<file path="config.mk">
export PLATFORM = sky130hd
export DESIGN_NAME = mdu_issue_ctrl
export DESIGN_NICKNAME = d
export VERILOG_FILES = /design/src/rtl/mdu_issue_ctrl.sv
export SDC_FILE = /design/constraint.sdc
export NUM_CORES = 1
export LEC_CHECK = 0
export ABC_CLOCK_PERIOD_IN_PS = 5900
export CAP_MARGIN = 20
export CORE_ASPECT_RATIO = 2
export CORE_MARGIN = 2
export CORE_UTILIZATION = 28
export DETAILED_ROUTE_END_ITERATION = 12
export PLACE_DENSITY = 0.87
export SYNTH_ARGS = -nofsm -noshare
export SYNTH_HDL_FRONTEND = slang
export SYNTH_SLANG_ARGS = --single-unit
</file>
<file path="constraint.sdc">
create_clock -name clk -period 5.9 [get_ports clk]
set_clock_uncertainty 0.2 [all_clocks]
set_input_delay 1.18 -clock clk [delete_from_list [all_inputs] [get_ports clk]]
set_output_delay 1.18 -clock clk [all_outputs]
set_load 0.03 [all_outputs]
</file>
<file path="src/rtl/mdu_issue_ctrl.sv">
// mdu_issue_ctrl: E-stage issue controller for the pipelined multiply/divide unit.
// It decodes the MDU command held in E and drives the MDU start/opcode request.
// It stalls D while an MDU-dependent instruction has to wait for the unit.
// It steers HI/LO onto the E result path for mfhi/mflo.
// A shadow busy model is kept, and a sticky error is flagged when that model
// disagrees with the MDU, or when a command reaches E while the MDU is busy.
//
// Ports:
//   clk, reset      clock; synchronous active-high reset
//   Req             exception/interrupt taken; squashes the E instruction
//   e_valid         E holds a real instruction
//   e_cmd[3:0]      E MDU command (1 mult .. 8 mflo, else none)
//   d_uses_mdu      D instruction is an MDU command
//   mdu_busy        MDU busy output
//   mdu_hi/mdu_lo   MDU HI/LO registers
//   start           MDU start request (combinational)
//   mdu_op[3:0]     MDU opcode while start is high, else 0 (combinational)
//   stall_d         freeze F/D and insert a bubble into E (combinational)
//   e_result[31:0]  HI for mfhi, LO for mflo, else 0 (combinational)
//   e_result_sel    e_result replaces the ALU result (combinational)
//   proto_err       sticky protocol error flag (registered)
module mdu_issue_ctrl #(
   parameter int unsigned MUL_CYCLES = 5,
   parameter int unsigned DIV_CYCLES = 10
) (
   input  logic        clk,
   input  logic        reset,
   input  logic        Req,
   input  logic        e_valid,
   input  logic [3:0]  e_cmd,
   input  logic        d_uses_mdu,
   input  logic        mdu_busy,
   input  logic [31:0] mdu_hi,
   input  logic [31:0] mdu_lo,
   output logic        start,
   output logic [3:0]  mdu_op,
   output logic        stall_d,
   output logic [31:0] e_result,
   output logic        e_result_sel,
   output logic        proto_err
);

   localparam int unsigned CNT_W = 4;

   typedef enum logic [1:0] {
      S_IDLE = 2'd0,
      S_MUL  = 2'd1,
      S_DIV  = 2'd2
   } state_t;

   state_t             r_state, w_state_nxt;
   logic [CNT_W-1:0]   r_cnt, w_cnt_nxt;
   logic               r_proto_err, w_proto_err_nxt;

   logic w_cmd_is_req;
   logic w_req_ok;
   logic w_issue;
   logic w_issue_err;
   logic w_shadow_busy;

   // Commands 1..6 need the MDU; 7/8 only read HI/LO.
   assign w_cmd_is_req  = (e_cmd >= 4'd1) && (e_cmd <= 4'd6);
   assign w_req_ok      = e_valid && !Req && w_cmd_is_req;
   assign w_issue       = w_req_ok && (r_state == S_IDLE);
   // A request while busy means the D stall failed to hold it back.
   assign w_issue_err   = w_req_ok && (r_state != S_IDLE);
   assign w_shadow_busy = (r_state != S_IDLE);

   // State, counter and sticky error registers
   always_ff @(posedge clk) begin
      if (reset) begin
         r_state     <= S_IDLE;
         r_cnt       <= '0;
         r_proto_err <= 1'b0;
      end else begin
         r_state     <= w_state_nxt;
         r_cnt       <= w_cnt_nxt;
         r_proto_err <= w_proto_err_nxt;
      end
   end

   // Next-state, counter and error tracking
   always_comb begin
      w_state_nxt     = r_state;
      w_cnt_nxt       = r_cnt;
      w_proto_err_nxt = r_proto_err;

      case (r_state)
         S_IDLE: begin
            if (w_issue) begin
               if ((e_cmd == 4'd1) || (e_cmd == 4'd2)) begin
                  w_state_nxt = S_MUL;
                  w_cnt_nxt   = CNT_W'(MUL_CYCLES - 1);
               end else if ((e_cmd == 4'd3) || (e_cmd == 4'd4)) begin
                  w_state_nxt = S_DIV;
                  w_cnt_nxt   = CNT_W'(DIV_CYCLES - 1);
               end
            end
         end
         S_MUL, S_DIV: begin
            if (r_cnt == '0) begin
               w_state_nxt = S_IDLE;
            end else begin
               w_cnt_nxt = r_cnt - CNT_W'(1);
            end
         end
         default: begin
            w_state_nxt = S_IDLE;
            w_cnt_nxt   = '0;
         end
      endcase

      // The MDU only raises busy on the edge after start, so skip the start cycle.
      if (!w_issue && (w_shadow_busy != mdu_busy)) begin
         w_proto_err_nxt = 1'b1;
      end
      if (w_issue_err) begin
         w_proto_err_nxt = 1'b1;
      end
   end

   // Combinational request, stall and HI/LO steering
   always_comb begin
      start        = w_issue;
      mdu_op       = 4'd0;
      stall_d      = d_uses_mdu && (w_issue || w_shadow_busy || mdu_busy);
      e_result     = 32'd0;
      e_result_sel = 1'b0;

      if (w_issue) begin
         mdu_op = e_cmd;
      end
      if (e_cmd == 4'd7) begin
         e_result     = mdu_hi;
         e_result_sel = e_valid;
      end else if (e_cmd == 4'd8) begin
         e_result     = mdu_lo;
         e_result_sel = e_valid;
      end
   end

   assign proto_err = r_proto_err;

endmodule

</file>
==> out/qor.txt, run 1 <==
Flops & latches, synth: 7
Grt ovf: 0
Hold path start: proto_err
Syn Area/Cell: 8.021 sq um
CTS resizes: 0
WHS Path Cells: 2
Reg2Reg Depth: 6
Vias: 1355
Worst Hold Endpoint: proto_err
Initial antenna violation count: 0
Post-synthesis xor/xnor area fraction: 0.02925
Clock-pin slew on the worst setup and hold paths: 0.04 ns
Max Clock Freq: 201.3 MHz
Syn_nets: 190
Final Total Pwr: 0.0003765 W
Final hold vios: 0
TritonCTS clock tree: built
HP Class: reg -> reg
Number of enable flip-flop cells after synthesis: 0
CP Launch Type: input pin
Synth Warn #: 0
Final min period: 4.968 ns
Synth Flop Type: dfxtp_1
Worst Path Arrival: 3.59 ns
Initial core utilization: 0.2879
Worst setup EP type: output pin
First-pass GRT wire length: 6720 um
Die Span Y: 84.11 um
Vias in the first global route: 1403
Area growth syn-to-layout: 130.9%
Multiplexer area fraction after synthesis: 0
Hold-fix buffers, CTS: 0
Number of post-CTS setup repair buffers: 0
Worst reg2reg path startpoint: r_cnt[0]
Outcome: complete, no violations
Synth area leaders: a22o_1 31%, dfxtp_1 16%, ha_1 5.6%
Port Buffers: 112
Hold Slack: 0.2553 ns
Async S/R FF share, synth: 0
Fillers: 275
Final core occ: 0.6648
Yosys top cell by area: a22o_1
DPL Wire Length: 3687 um
Htree depth: 1
Final period util: 0.8421
Drt wl/cell: 17.82 um
Worst slew pin tran: 0.6377 ns
PwrDens: 181.5 nW/um^2
Core Area: 3120 sq um
Post-Synth Adder-Cell Area: 0.05571
Antenna viol nets, final: 0
Yosys cell types: 36
Syn Std Cell Area: 898.4 sq um
Layout Nets: 297
Routed WL: 4438 um
Worst reg2reg path endpoint: r_state[1]
Most common cell in the synthesized netlist: a22o_1
CP Class: in -> out
FP Rows: 29
Post-layout instance area: 2074 sq um
N_diodes: 0
Detailed Routing Iterations Pass 1: 4
Crit path required time: 4.52 ns
Register Area: 140.1 sq um
Number of buffers created by CTS: 3
Area of the multi-input gates: 691.9 sq um
Worst slew margin: 0.5709
VDD IR max: 0.1257 mV
Clk root buf: clkbuf_8
Simple logic cell fraction of the synthesized area: 0.1783
Die footprint: 3705 sq um
DP Area: 2029 sq um
Gpl congestion: 0.9878
Slew Viols, Final: 0
Worst-case clock buffer depth: 2
Top-area cell type share of the netlist area: 0.3120
Leakage power: 0.7771 nW
Synth cell count leaders: 32 x a22o_1, 9 x clkbuf_1, 8 x inv_1, 7 x dfxtp_1, 5 x a21oi_1
Synth Area in Compound Gates: 0.4930
IO Pins: 114
Largest net degree at the start of global routing: 34
Via-per-instance ratio: 5.442
Setup violations, final: 0
DRT iter0 DRCs: 19
Remaining DRCs: 0
Max-Cap Viols: 0
Largest family of logic cells by synthesized area: compound AO/OA/AOI/OAI gates
Reg2Reg Setup Slack: 3.86 ns
Setup tns final: 0 ns
Layout cells sized above 1: 0.03670
Die Width: 44.05 um
Sink Count: 7
Post-synthesis sequential area ratio: 0.1560
Clock Latency Late Sink: 0.23 ns
Crit-path max FO: 5
Post-Synthesis Cells: 112
Overall Global Routing Usage: 0.2405
RSZ-0062 raised after global routing: false
[cells by family after synthesis]
logic type      after synthesis
buf+inv                      19
other cells                   1
compound gates               55
fa+ha+maj                     4
simple gates                 23
xor+xnor                      3
flops                         7
[routing by layer]
metal,GRT usage,part of all wire,up-vias,wire length [um]
li1,-,-,653,-
met1,0.2863,0.39,601,1751
met2,0.3917,0.47,97,2094
met3,0.09091,0.12,4,549
met4,0.06612,0.0095,0,42
met5,0,0,-,0
[final cells by class]
cell class              count  area share
flip-flops and latches      7     0.06755
clock buffers               4     0.02171
multi-input cells          86      0.3335
well taps                  31     0.01870
inverters                   8     0.01448
repair buffers            113      0.5440
[flip-flops by register name (all words and copies together) (netlist names)]
name / flops
proto_err: 1
r_cnt: 4
r_state: 2
[worst max path at each step]
stage | startpoint | endpoint | slack, ns | cells past startpoint
2_1_floorplan | e_cmd[3] | mdu_op[0] | 1.36 | 3
3_3_place_gp | e_cmd[3] | mdu_op[1] | 0.89 | 5
3_5_place_dp | e_cmd[3] | mdu_op[1] | 0.98 | 5
4_1_cts | e_cmd[3] | mdu_op[1] | 0.98 | 5
5_1_grt | e_cmd[3] | mdu_op[0] | 0.91 | 5
6_report | e_cmd[3] | mdu_op[1] | 0.93 | 5
[per-stage QoR]
step,std cells,setup WS (ns)
2_1_floorplan,112,1.364
3_3_place_gp,245,0.8910
3_5_place_dp,245,0.9775
4_1_cts,249,0.9803
5_1_grt,249,0.9086
6_report,249,0.9315
[worst max-delay path, stage by stage]
cell             delay [ns]
clkdlybuf4s50_1        0.48
or3b_4                 0.46
nor4_1                 0.59
and2_1                 0.21
clkdlybuf4s50_1        0.67
[placed cells by master (no fill, tap or decap), drive strengths merged, types with 3 or more instances in the layout]
| cell | count |
|---|---|
| clkdlybuf4s50 | 112 |
| a22o | 32 |
| inv | 8 |
| dfxtp | 7 |
| a21oi | 5 |
| and2 | 4 |
| ha | 4 |
| o31ai | 4 |
| clkbuf | 4 |
| nor3 | 3 |
| o21ai | 3 |
[report_power, final]
part            total, W  switching, W  internal [W]
Combinational   0.000234      0.000117      0.000117
Clock          0.0000693     0.0000224     0.0000469
Sequential     0.0000729     0.0000111     0.0000618
Note: power is estimated with default switching activity, not from simulation.
==> run 2, diff against run 1 <==
==> config.mk (replaced) <==
export PLATFORM = sky130hd
export DESIGN_NAME = mdu_issue_ctrl
export DESIGN_NICKNAME = d
export VERILOG_FILES = /design/src/rtl/mdu_issue_ctrl.sv
export SDC_FILE = /design/constraint.sdc
export NUM_CORES = 1
export LEC_CHECK = 0
export ABC_CLOCK_PERIOD_IN_PS = 4900
export CAP_MARGIN = 20
export CORE_ASPECT_RATIO = 2
export CORE_MARGIN = 2
export CORE_UTILIZATION = 26
export DETAILED_ROUTE_END_ITERATION = 12
export PLACE_DENSITY = 0.82
export SYNTH_ARGS = -nofsm -noshare
export SYNTH_HDL_FRONTEND = slang
export SYNTH_SLANG_ARGS = --single-unit
==> constraint.sdc (replaced) <==
create_clock -name clk -period 4.9 [get_ports clk]
set_clock_uncertainty 0.2 [all_clocks]
set_input_delay 0.98 -clock clk [delete_from_list [all_inputs] [get_ports clk]]
set_output_delay 0.98 -clock clk [all_outputs]
set_load 0.03 [all_outputs]
==> run 2 against run 1 <==
Wire length fell by 8.2%. Sequential share of layout area barely moved. Critical path depth did not move. Count of clock-buffer cells in the layout unchanged. Combinational power rose by 19%. Cell area up 0.42%. Final cell count up 0.80%. Utilization down 4.1 points. Critical endpoint is now mdu_op[2].
==> out/qor.txt, run 2 (synthesis gave the netlist of run 1 again) <==
Area growth syn-to-layout: 131.9%
Die footprint: 3970 sq um (+7.2%)
DRT iter0 DRCs: 42 (+23)
Area of the multi-input gates: 691.9 sq um (unchanged)
Final min period: 4.393 ns
Initial core utilization: 0.2689 (-0.01898)
Layout cells sized above 1: 0.04110 (+0.004399)
DPL Wire Length: 3345 um (-9.3%)
First-pass GRT wire length: 5989 um (-11%)
Drt wl/cell: 16.22 um (-9.0%)
TritonCTS clock tree: built
Grt ovf: 0 (unchanged)
Sink Count: 7 (unchanged)
CP Launch Type: input pin
Hold-fix buffers, CTS: 0 (unchanged)
Die Width: 45.57 um (+3.4%)
Gpl congestion: 0.9413 (-4.7%)
Clock-pin slew on the worst setup and hold paths: 0.04 ns (about the same)
Vias in the first global route: 1334 (-4.9%)
Detailed Routing Iterations Pass 1: 4 (unchanged)
FP Rows: 30 (+3.4%)
Max-Cap Viols: 0 (unchanged)
Worst Path Arrival: 3.21 ns (-0.38 ns)
Worst slew pin tran: 0.5424 ns (-0.09536 ns)
Number of buffers created by CTS: 3 (unchanged)
Port Buffers: 112 (unchanged)
Final period util: 0.8966
Via-per-instance ratio: 5.446 (about the same)
Fillers: 277 (+0.73%)
Antenna viol nets, final: 0 (unchanged)
PwrDens: 216.8 nW/um^2 (+19%)
Crit path required time: 3.72 ns (-0.80 ns)
Vias: 1367 (+0.89%)
Post-place setup slack: 0.4905 ns (-0.4870 ns)
Largest reg by FF count: r_cnt
CTS resizes: 0 (unchanged)
Routed WL: 4072 um (-8.2%)
Layout Nets: 298 (+0.34%)
Core Area: 3341 sq um (+7.1%)
Number of post-CTS setup repair buffers: 0 (unchanged)
Max Clock Freq: 227.6 MHz
IO Pins: 114 (unchanged)
HP Class: reg -> reg
Clock Latency Late Sink: 0.24 ns (about the same)
Register Area: 140.1 sq um (unchanged)
Max reg flops: 4 (unchanged)
VDD IR max: 0.1324 mV (+5.4%)
RSZ-0062 raised after global routing: false
PnR worst setup slack: 0.5068 ns (-0.4247 ns)
Slew Viols, Final: 0 (unchanged)
Initial antenna violation count: 0 (unchanged)
Clk root buf: clkbuf_8
Outcome: complete, no violations
Leakage power: 0.7824 nW (+0.69%)
Overall Global Routing Usage: 0.2018 (-0.03869)
Setup violations, final: 0 (unchanged)
Largest net degree at the start of global routing: 34 (unchanged)
N_diodes: 0 (unchanged)
Worst slew margin: 0.6356 (+0.06471)
Final core occ: 0.6236 (-0.04120)
Remaining DRCs: 0 (unchanged)
Htree depth: 1 (unchanged)
Commonest non-fill, non-tap cell in the layout: clkdlybuf4s50_1
Worst setup EP type: output pin
Crit-path max FO: 5 (unchanged)
Die Span Y: 87.13 um (+3.6%)
Setup tns final: 0 ns (unchanged)
CP Class: in -> out
Final Total Pwr: 0.0004517 W (+20%)
Commonest non-fill, non-tap cells in the layout: 112 x clkdlybuf4s50_1, 32 x a22o_1, 8 x inv_1
Final hold vios: 0 (unchanged)
Worst-case clock buffer depth: 2 (unchanged)
run 2: cell types whose count changed in the layout (fill, tap and decap cells not counted), sizes merged:
cell  before  now
buf        1    2
run 2: final cells by class:
| cell class | count | share of cell area |
|---|---|---|
| clock buffer | 4 | 0.02162 |
| inverter | 8 | 0.01441 |
| multi-input combinational | 86 | 0.3321 |
| sequential | 7 | 0.06727 |
| tap | 32 | 0.01922 |
| timing repair buffer | 114 | 0.5453 |
run 2: per-stage QoR:
stage                     std cells  area (sq um)  hold WS [ns]
after floorplan                 112         898.4        0.2626
after global placement          247          2038        0.2482
after detailed placement        247          2038        0.2510
after CTS                       251          2083        0.2571
after global routing            251          2083        0.2814
final                           251          2083        0.2560
run 2: path summary, 6_finish.rpt:
kind | start | end | slack [ns] | cells after the start
hold reg to reg | proto_err | proto_err | 0.26 | 2
setup / recovery | e_valid | mdu_op[2] | 0.51 | 5
setup reg to reg | r_cnt[0] | r_state[1] | 3.02 | 6
hold / removal | proto_err | proto_err | 0.26 | 2
run 2: report_power, final:
group          switching (W)  leakage (nW)  internal (W)
sequential         0.0000136        0.0573     0.0000743
combinational       0.000137         0.702      0.000141
clock              0.0000295        0.0228     0.0000567
run 2: layer usage:
layer / vias up / GRT usage / share of wire / wire length, um
met5: - / 0 / 0 / 0
met4: 0 / 0.1016 / 0.026 / 104
met3: 10 / 0.03942 / 0.11 / 446
met2: 107 / 0.3175 / 0.47 / 1927
met1: 595 / 0.2500 / 0.39 / 1594
li1: 655 / - / - / -
run 2: critical path: stages:
cell and delay (ns):
clkdlybuf4s50_1 0.50, or3b_4 0.42, nor4_1 0.46, and2_1 0.19, clkdlybuf4s50_1 0.66
